<file path="src/rtl/inst_fetch_queue.sv">
// Instruction queue between the fetch front end and ID.
// FWFT circular buffer that reserves a slot per outstanding request and discards stale responses after a flush.
module inst_fetch_queue #(
  parameter int DEPTH = 4,
  parameter int PC_W  = 32
) (
  input  logic                     clk,
  input  logic                     rst,
  input  logic                     flush,
  input  logic                     req_fire,
  output logic                     req_ok,
  input  logic                     rsp_valid,
  input  logic [PC_W-1:0]          rsp_pc,
  input  logic [31:0]              rsp_ins,
  input  logic                     rsp_exc,
  output logic                     out_valid,
  input  logic                     out_ready,
  output logic [PC_W-1:0]          out_pc,
  output logic [31:0]              out_ins,
  output logic                     out_exc,
  output logic [$clog2(DEPTH):0]   count
);

  localparam int AW = $clog2(DEPTH);
  localparam int CW = AW + 1;
  localparam int EW = PC_W + 33;
  localparam logic [CW:0] LIMIT = (CW+1)'(DEPTH);

  logic [EW-1:0] mem [DEPTH];
  logic [AW-1:0] wr_ptr;
  logic [AW-1:0] rd_ptr;
  logic [CW-1:0] cnt_q;
  logic [CW-1:0] outstanding;
  logic [CW-1:0] outstanding_nxt;
  logic [CW-1:0] drop_cnt;
  logic [CW:0]   reserved;
  logic [EW-1:0] head;
  logic          push;
  logic          pop;
  logic          dropping;
  logic          nonempty;

  assign nonempty        = (cnt_q != '0);
  assign dropping        = rsp_valid & (drop_cnt != '0);
  assign push            = rsp_valid & (drop_cnt == '0) & ~flush;
  assign out_valid       = nonempty & ~flush;
  assign pop             = out_valid & out_ready;
  assign outstanding_nxt = outstanding + CW'(req_fire) - CW'(rsp_valid);

  // Every queued entry and every in-flight request holds a slot, so a response can never overflow.
  assign reserved = {1'b0, cnt_q} + {1'b0, outstanding};
  assign req_ok   = (reserved < LIMIT);

  assign head    = mem[rd_ptr];
  assign out_pc  = nonempty ? head[PC_W-1:0]     : '0;
  assign out_ins = nonempty ? head[PC_W+31:PC_W] : '0;
  assign out_exc = nonempty ? head[EW-1]         : 1'b0;
  assign count   = cnt_q;

  always_ff @(posedge clk or posedge rst) begin
    if (rst) begin
      wr_ptr      <= '0;
      rd_ptr      <= '0;
      cnt_q       <= '0;
      outstanding <= '0;
      drop_cnt    <= '0;
    end else begin
      outstanding <= outstanding_nxt;
      if (flush) begin
        // Everything requested up to and including this cycle is now stale.
        cnt_q    <= '0;
        rd_ptr   <= wr_ptr;
        drop_cnt <= outstanding_nxt;
      end else begin
        if (push) wr_ptr <= wr_ptr + 1'b1;
        if (pop)  rd_ptr <= rd_ptr + 1'b1;
        if (push && !pop)      cnt_q <= cnt_q + 1'b1;
        else if (pop && !push) cnt_q <= cnt_q - 1'b1;
        if (dropping) drop_cnt <= drop_cnt - 1'b1;
      end
    end
  end

  // Storage needs no reset; out_* are gated by the occupancy count.
  always_ff @(posedge clk) begin
    if (push) mem[wr_ptr] <= {rsp_exc, rsp_ins, rsp_pc};
  end

endmodule
</file>
<file path="config.mk">
export PLATFORM = sky130hd
export DESIGN_NAME = inst_fetch_queue
export DESIGN_NICKNAME = d
export VERILOG_FILES = /design/src/rtl/inst_fetch_queue.sv
export SDC_FILE = /design/constraint.sdc
export NUM_CORES = 1
export LEC_CHECK = 0
export BUFFER_PORTS_ARGS = -buffer_cell sky130_fd_sc_hd__buf_2
export CAP_MARGIN = 20
export CORE_MARGIN = 1
export CORE_UTILIZATION = 40
export CTS_BUF_LIST = sky130_fd_sc_hd__clkbuf_4 sky130_fd_sc_hd__clkbuf_8
export DETAILED_ROUTE_END_ITERATION = 10
export GPL_TIMING_DRIVEN = 0
export PLACE_DENSITY = 0.68
export SLEW_MARGIN = 0
export SYNTH_ARGS = -nofsm -noshare
export SYNTH_HDL_FRONTEND = slang
export SYNTH_SLANG_ARGS = --single-unit
export TNS_END_PERCENT = 50
</file>
<file path="constraint.sdc">
create_clock -name clk -period 6.13 [get_ports clk]
set_input_delay 0.9195 -clock clk [delete_from_list [all_inputs] [get_ports clk]]
set_output_delay 0.9195 -clock clk [all_outputs]
set_load 0.005 [all_outputs]
</file>
# --- After elaboration in Yosys (flattened, before gate mapping) ---
# Memory sizes are Yosys's and may differ from the RTL's.
# Cells that the tools add are included.
totals:
  mem_bits_rw: 260
  ff_bits: 13
  memories: 1
  inputBits: 71
  output_inout_bits: 70
  word_cells: 44
memory_table:
  columns: ["name", "words", "width", "read_ports", "rd_ports_with_merged_regs", "write_ports", "line", "source"]
  rows:
  - ["mem", 4, 65, 1, 0, 1, "29", "logic [EW-1:0] mem [DEPTH];"]
op_classes:
  n_mux: 12
  n_reduce_logical: 11
  n_bitwise: 6
  n_addsub: 8
  n_lt_le_gt_ge: 1
ops:
  columns: ["cell", "n"]
  rows:
  - ["32-bit 2-to-1 mux", 2]
  - ["3-bit 2-to-1 mux", 5]
  - ["3-bit nonzero test", 3]
  - ["3-bit by 1-bit subtractor with 3-bit output (second input constant)", 2]
  - ["1-bit bitwise AND", 5]
  - ["2-bit by 1-bit adder with 2-bit output (second input constant)", 2]
  - ["3-bit by 3-bit adder with 4-bit output", 1]
  - ["4-bit by 3-bit less-than comparator with 1-bit output (second input constant)", 1]
  - ["2-bit 2-to-1 mux", 2]
  - ["2-bit nonzero test", 2]
  - ["3-bit by 1-bit adder with 3-bit output", 1]
  - ["3-bit by 1-bit adder with 3-bit output (second input constant)", 1]
  - ["3-bit logical NOT", 1]
  - ["1-bit 2-to-1 mux", 3]
  - ["3-bit by 1-bit subtractor with 3-bit output", 1]
  - ["1-bit logical AND", 2]
  - ["1-bit logical NOT", 2]
  - ["2-bit AND reduction", 1]
  - ["1-bit inverter", 1]

# --- Logic depth before layout (Yosys ltp) ---
# Gate-level depths: netlist (run 1).
logic_depth:
  ltp_word: 8
  ltp_mapped: 10

# --- Least setup slack after synthesis (run 1) ---
# OpenSTA, ideal clock, no wires.
synth_path:
  kind: "input to register"
  start: "input port flush"
  end: "memory mem[0][0] (netlist bit), enable pin"
  arrival_time_ns: 3.045
  path_stages: 3
  slack_ns: 2.655
  n_path_buf: 1
  setup_ns: 0.430
  cell_sequence: "and4bb_2 clkbuf_1 and2_1"
synth_via:
  elab_chain_len: 4
synth_rtl:
  columns: ["element", "line", "source"]
  rows:
  - ["start: declaration", "9", "input logic flush,"]
  - ["1-bit inverter (no source line)", null, null]
  - ["1-bit bitwise AND", "45", "assign push = rsp_valid & (drop_cnt == '0) & ~flush;"]
  - ["1-bit 2-to-1 mux", "86", "if (push) mem[wr_ptr] <= {rsp_exc, rsp_ins, rsp_pc};"]
  - ["1-bit 2-to-1 mux (implied by the code)", "86", null]
  - ["end: declaration", "29", null]
# Every way passes these cells.

# --- Final worst setup path (run 1) ---
layout_path:
  start: "register cnt_q[1], in the netlist count[1]"
  end: "output port out_pc[13]"
layout_via:
  elab_chain_len: 2
layout_rtl:
  columns: ["element", "line", "source"]
  rows:
  - ["start: declaration", "32", "logic [CW-1:0] cnt_q;"]
  - ["start signal: assignment", "77", "if (push && !pop) cnt_q <= cnt_q + 1'b1;"]
  - ["start signal: assignment", "78", "else if (pop && !push) cnt_q <= cnt_q - 1'b1;"]
  - ["3-bit nonzero test", "43", "assign nonempty = (cnt_q != '0);"]
  - ["32-bit 2-to-1 mux", "55", "assign out_pc = nonempty ? head[PC_W-1:0] : '0;"]
  - ["end: declaration", "18", "output logic [PC_W-1:0] out_pc,"]
# Every way passes these cells.

==> impl_metrics.py, run 1 <==
metrics = {
    "run_status": {
        "status": "finished, violations left",
        "failed_checks": "DRC",
    },
    "clock_network": {
        "cts_buffers": 45,
        "clock-root-buffer": "clkbuf_8",
        "cts_buffer_depth": 3,
        "post_cts_buffers": 0,
        "cts_tree": "built",
        "ctsResizeCount": 0,
        "cts_htree_levels": 2,
        "path_clk_slew_ns": 0.06,
        "holdBufCountCts": 0,
        "insertion_delay_ns": 0.53,
        "numClockSinks": 273,
    },
    "logic_synthesis": {
        "ys_ff_latch": 273,
        "ys.flop_type": "edfxtp_1",
        "synth_simple_gate_area_share": 0.0514,
        "netlist_area_sq_mm": 0.0107,
        "synth_fa_ha_area_frac": 0.0154,
        "synth.most_common_cell": "edfxtp_1",
        "seq_area_frac_synth": 0.760,
        "synth_edf_count": 260,
        "synth_commonest_cells": "260 x edfxtp_1, 65 x mux4_2, 65 x nor2b_1",
        "synth_area_leaders": "edfxtp_1 73%, mux4_2 14%, nor2b_1 3.8%, dfrtp_1 3.0%, ha_1 1.2%",
        "synth_cell_type_count": 33,
        "syn_avg_cell_area_sq_um": 21.3,
        "async_reset_ff_frac": 0.0476,
        "synthMuxAreaShare": 0.138,
        "synth_compound_area_frac": 0.00959,
        "synth_top_family_by_area": "multiplexers",
        "synthXorXnorAreaFrac": 0.00819,
        "synth_warnings": 0,
        "synth_top_area_share": 0.730,
        "synth_cells": 503,
        "syn_nets": 586,
        "synth_largest_area_cell": "edfxtp_1",
    },
    "global_routing": {
        "grt_pass1_vias": 5834,
        "antenna_found_initial": 2,
        "grt_usage": 0.159,
        "grt_first_pass_wirelength_microns": 32400,
        "grt_max_degree": 39,
        "overflow": 0,
    },
    "setup_path": {
        "end_kind": "output port",
        "worstPathMaxFanout": 10,
        "path_class": "reg2out",
        "required_ns": 5.21,
        "cp-start-kind": "register",
        "arrival_ns": 2.55,
    },
    "drt": {
        "drt_iter0_markers": 320,
        "routed_wl_microns": 21100,
        "wl_met3_microns": 1270,
        "route.met2.wl_microns": 10900,
        "drc": 14,
        "dr.max_layer_used": "met5",
        "num_vias": 5406,
        "wire_per_inst_microns": 19.8,
        "postRouteAntennaNets": 0,
        "drt_pass1_iterations": 7,
        "met1_length_microns": 8490,
        "viasPerCell": 5.08,
    },
    "sta": {
        "hold_viol_final": 0,
        "relSlewSlack": 0.549,
        "whs_ns": 0.408,
        "worst_clock_skew_ns": 0.00941,
        "finalSetupViolCount": 0,
        "rsz0062_at_grt": "false",
        "timing.fmax_mhz": 288,
        "slew_violations": 0,
        "setup_slack_ns": 2.66,
        "setup_tns_ns": 0,
        "worst_pin_slew_ns": 0.677,
        "finalCritPeriodShare": 0.566,
        "layout_min_cycle_time_ns": 3.47,
    },
    "floorplanning": {
        "die_x_microns": 166,
        "core_area_sq_mm": 0.0261,
        "die_y_microns": 166,
        "rows": 59,
        "die_area_sq_mm": 0.0274,
        "start_util": 0.409,
        "ios": 141,
    },
    "placement": {
        "hpwl_microns": 13200,
        "globalplace.congestion": 0.816,
        "port_buffers": 139,
        "place_ws_ns": 3.17,
    },
    "final_layout": {
        "drive_gt1_frac": 0.407,
        "nFillCells": 2190,
        "multiInputGateArea_sq_mm": 0.00239,
        "nNetsFinal": 776,
        "regArea_sq_mm": 0.00813,
        "area_delta_synth_final_pct": 19.7,
    },
    "run": {
        "cap_violations": 0,
    },
    "power_and_ir_drop": {
        "power.density_mw_per_mm2": 428,
        "p_leak_nw": 4.52,
        "p_total_mw": 5.48,
        "peakVddDrop_uv": 214,
    },
    "worst_hold_path": {
        "hp-class": "in2async",
    },
}
==> critical path, stage by stage (launching register included) <==
cell and delay (ns):
dfrtp_1 0.48, nor3_2 0.35, buf_2 0.38, clkbuf_1 0.49, nor2b_1 0.15, buf_2 0.16
==> report_power, final <==
part	leakage, nW	total, mW	switching [mW]	internal, mW
clock	0.459	1.51	0.678	0.831
combinational	1.56	1.75	0.891	0.862
sequential	2.50	2.22	0.0580	2.16
total	4.52	5.48	1.63	3.85
==> worst paths after layout <==
kind                                         startpoint                 endpoint  slack, ns  cells after the start
worst max-delay path               count[1]$_DFFE_PP0P_               out_pc[13]       2.66                      5
worst min-delay path                                rst    wr_ptr[1]$_DFFE_PP0P_       0.41                      2
worst max register to register  drop_cnt[0]$_DFFE_PP0P_      mem[3][2]$_DFFE_PP_       3.63                      6
worst min register to register    wr_ptr[0]$_DFFE_PP0P_    rd_ptr[0]$_DFFE_PP0P_       0.59                      2
max in group asynchronous                           rst  drop_cnt[1]$_DFFE_PP0P_       5.38                      2
min in group clk                  wr_ptr[0]$_DFFE_PP0P_    rd_ptr[0]$_DFFE_PP0P_       0.59                      2
==> flip-flops by register name, indices dropped and copies added, names as in the netlist <==
register and flops:
drop_cnt 3, wr_ptr 2, outstanding 3, mem 260, count 3, rd_ptr 2
==> cells in the final DEF (no fill, tap or decap), types with 2 or more instances in the layout <==
cell	instances
clkbuf_4	14
and2_4	4
o21ai_0	6
clkinv_2	3
xnor2_1	4
buf_2	146
clkbuf_1	11
buf_6	4
nor2b_1	65
fa_1	2
buf_16	4
nor2_1	5
edfxtp_1	260
ha_1	10
nand3_1	2
xor2_1	6
inv_1	11
nand2_1	7
a311oi_1	2
dfrtp_1	13
nand3b_1	2
buf_4	3
mux4_2	65
clkinv_1	15
clkbuf_8	50
==> cells by family after synthesis <==
logic type               count (synthesis)
XOR/XNOR                                10
AO/OA/AOI/OAI                           15
flip-flops                             273
AND/OR/NAND/NOR                         91
multiplexers                            66
buffers and inverters                   36
adder cells (fa/ha/maj)                 12
==> final cells by class <==
class / instances / share of cell area
repair buffers: 143 / 0.0629
clock buffers: 64 / 0.0619
inverters: 11 / 0.00322
diodes: 1 / 0.000195
plain buffers: 25 / 0.0112
clock inverters: 19 / 0.00616
well taps: 335 / 0.0327
flip-flops and latches: 273 / 0.635
multi-input cells: 194 / 0.187
==> metrics by stage <==
stage / std cells / instance area [sq um] / util
6_report: 1065 / 12800 / 0.490
5_1_grt: 1065 / 12800 / 0.490
4_1_cts: 1064 / 12800 / 0.490
3_5_place_dp: 981 / 11900 / 0.457
3_3_place_gp: 977 / 11800 / 0.452
2_1_floorplan: 503 / 10700 / -
==> layer usage <==
layer	vias up	GRT usage
met5	-	0
met4	2	0.0529
met3	43	0.0382
met2	166	0.279
met1	2793	0.193
li1	2402	-
Note: power is estimated with default switching activity, not from simulation.
==> run 2, diff against run 1 <==
==> constraint.sdc (replaced) <==
create_clock -name clk -period 3.4 [get_ports clk]
set_input_delay 0.51 -clock clk [delete_from_list [all_inputs] [get_ports clk]]
set_output_delay 0.51 -clock clk [all_outputs]
set_load 0.005 [all_outputs]
==> run 2 against run 1 <==
  * The run still ends with DRC left
  * Power rose by 80%
  * Clock power increased by 80%
  * Critical path depth unchanged
  * Global-route usage did not move
  * Combinational power grew 81%
  * Largest cell class unchanged
  * Sequential power grew 80%
  * Wire length up 0.12%
  * Core utilization about the same
  * Cell area about the same
  * Die area unchanged
==> impl_metrics.py, run 2 (synthesized netlist as in run 1, its figures left out) <==
metrics = {
    "run_status": {
        "status": "finished, violations left",
        "failed_checks": "DRC",
    },
    "clock_network": {
        "clock-root-buffer": "clkbuf_8",
        "post_cts_buffers": 0,
        "cts_htree_levels": 2,
        "path_clk_slew_ns": 0.06,
        "cts_tree": "built",
        "insertion_delay_ns": 0.53,
        "cts_buffer_depth": 3,
        "numClockSinks": 273,
        "cts_buffers": 45,
    },
    "worst_hold_path": {
        "hp-class": "in2reg",
    },
    "drt": {
        "wire_per_inst_microns": 19.8,
        "postRouteAntennaNets": 0,
        "drt_iter0_markers": 300,
        "num_vias": 5403,
        "viasPerCell": 5.07,
        "drt_pass1_iterations": 8,
        "routed_wl_microns": 21100,
        "drc": 14,
    },
    "setup_path": {
        "worstPathMaxFanout": 10,
        "end_kind": "output port",
        "cp-start-kind": "register",
        "max_stage_delay_ns": 0.49,
        "cp_slowest_cell": "clkbuf_1",
        "required_ns": 2.89,
        "cp_cell_sequence": "nor3_2 > buf_2 > clkbuf_1 > nor2b_1 > buf_2",
        "arrival_ns": 2.55,
        "worst_path_most_repeated_cell": "buf_2",
        "worst_path_dominant_cell_family": "buffers and inverters",
        "path_class": "reg2out",
        "crit_buf_inv": 3,
    },
    "global_routing": {
        "grt_usage": 0.159,
        "antenna_found_initial": 2,
        "grt_pass1_vias": 5834,
        "grt_max_degree": 39,
        "grt_first_pass_wirelength_microns": 32400,
        "overflow": 0,
    },
    "floorplanning": {
        "die_area_sq_mm": 0.0274,
        "die_y_microns": 166,
        "start_util": 0.409,
        "core_area_sq_mm": 0.0261,
        "die_x_microns": 166,
        "ios": 141,
        "rows": 59,
    },
    "placement": {
        "hpwl_microns": 13200,
        "port_buffers": 139,
        "globalplace.congestion": 0.816,
        "placed_cell_area_sq_mm": 0.0119,
    },
    "sta": {
        "timing.fmax_mhz": 327,
        "layout_min_cycle_time_ns": 3.06,
        "worst_clock_skew_ns": 0.0103,
        "worst_pin_slew_ns": 0.683,
        "finalSetupViolCount": 0,
        "finalCritPeriodShare": 0.899,
        "relSlewSlack": 0.545,
        "hold_viol_final": 0,
        "slew_violations": 0,
        "whs_ns": 0.187,
        "rsz0062_at_grt": "false",
    },
    "power_and_ir_drop": {
        "p_leak_nw": 4.53,
        "power.density_mw_per_mm2": 771,
        "peakVddDrop_uv": 386,
    },
    "run": {
        "cap_violations": 0,
    },
    "final_layout": {
        "largest_reg_flops": 260,
        "utilization": 0.490,
        "nNetsFinal": 777,
        "layout_common_cells": "260 x edfxtp_1, 146 x buf_2, 65 x mux4_2, 65 x nor2b_1, 50 x clkbuf_8",
        "drive_gt1_frac": 0.407,
        "area_delta_synth_final_pct": 19.8,
        "fin_area_sq_mm": 0.0128,
        "top_register": "mem",
        "final_common_cell": "edfxtp_1",
    },
}
[run 2: path summary, 6_finish.rpt]
| check | slack (ns) | startpoint | to | cells after the start |
|---|---|---|---|---|
| setup / recovery | 0.34 | count[1]$_DFFE_PP0P_ | out_pc[13] | 5 |
| hold / removal | 0.19 | rsp_pc[6] | mem[3][6]$_DFFE_PP_ | 1 |
| setup reg to reg | 0.90 | drop_cnt[0]$_DFFE_PP0P_ | mem[3][2]$_DFFE_PP_ | 6 |
| hold reg to reg | 0.59 | wr_ptr[0]$_DFFE_PP0P_ | rd_ptr[0]$_DFFE_PP0P_ | 2 |
| max in group asynchronous | 2.50 | rst | drop_cnt[1]$_DFFE_PP0P_ | 3 |
| min in group asynchronous | 0.55 | rst | wr_ptr[1]$_DFFE_PP0P_ | 3 |
[run 2: through the flow]
| step | setup slack [ns] | power, mW | std cells | TNS (ns) |
|---|---|---|---|---|
| 6_report | 0.344 | 9.88 | 1066 | 0 |
| 5_1_grt | 0.145 | 10.5 | 1066 | 0 |
| 4_1_cts | 0.260 | 10.1 | 1065 | 0 |
| 3_5_place_dp | 0.845 | 7.29 | 981 | 0 |
| 3_3_place_gp | -1.17 | 7.18 | 977 | -301.31 |
| 2_1_floorplan | 0.277 | 6.09 | 503 | 0 |
[run 2: power breakdown]
part | internal [mW] | switching (mW) | total [mW]
Clock | 1.50 | 1.22 | 2.72
Combinational | 1.56 | 1.61 | 3.16
Sequential | 3.89 | 0.104 | 4.00
Total | 6.95 | 2.93 | 9.88
[run 2: layout make-up]
cell class	instances	area (sq um)
clock inverter	19	78.8
tap	335	419
timing repair buffer	144	816
antenna	1	2.50
sequential	273	8130
clock buffer	64	793
multi-input combinational	194	2390
fill	2190	13300
buffer	25	144
inverter	11	41.3
[run 2: what timing repair did]
action                                  4_1_cts  5_1_grt
hold buffers                                  1        0
endpoints found under the hold margin        13        0
resized for setup                             0        0
endpoints found under the setup margin        0        0
[run 2: per-layer routing]
| layer | up-vias | GRT usage | wire length [microns] |
|---|---|---|---|
| li1 | 2402 | - | - |
| met1 | 2795 | 0.193 | 8500 |
| met2 | 163 | 0.279 | 10900 |
| met3 | 41 | 0.0382 | 1260 |
| met4 | 2 | 0.0529 | 436 |
| met5 | - | 0 | 13 |
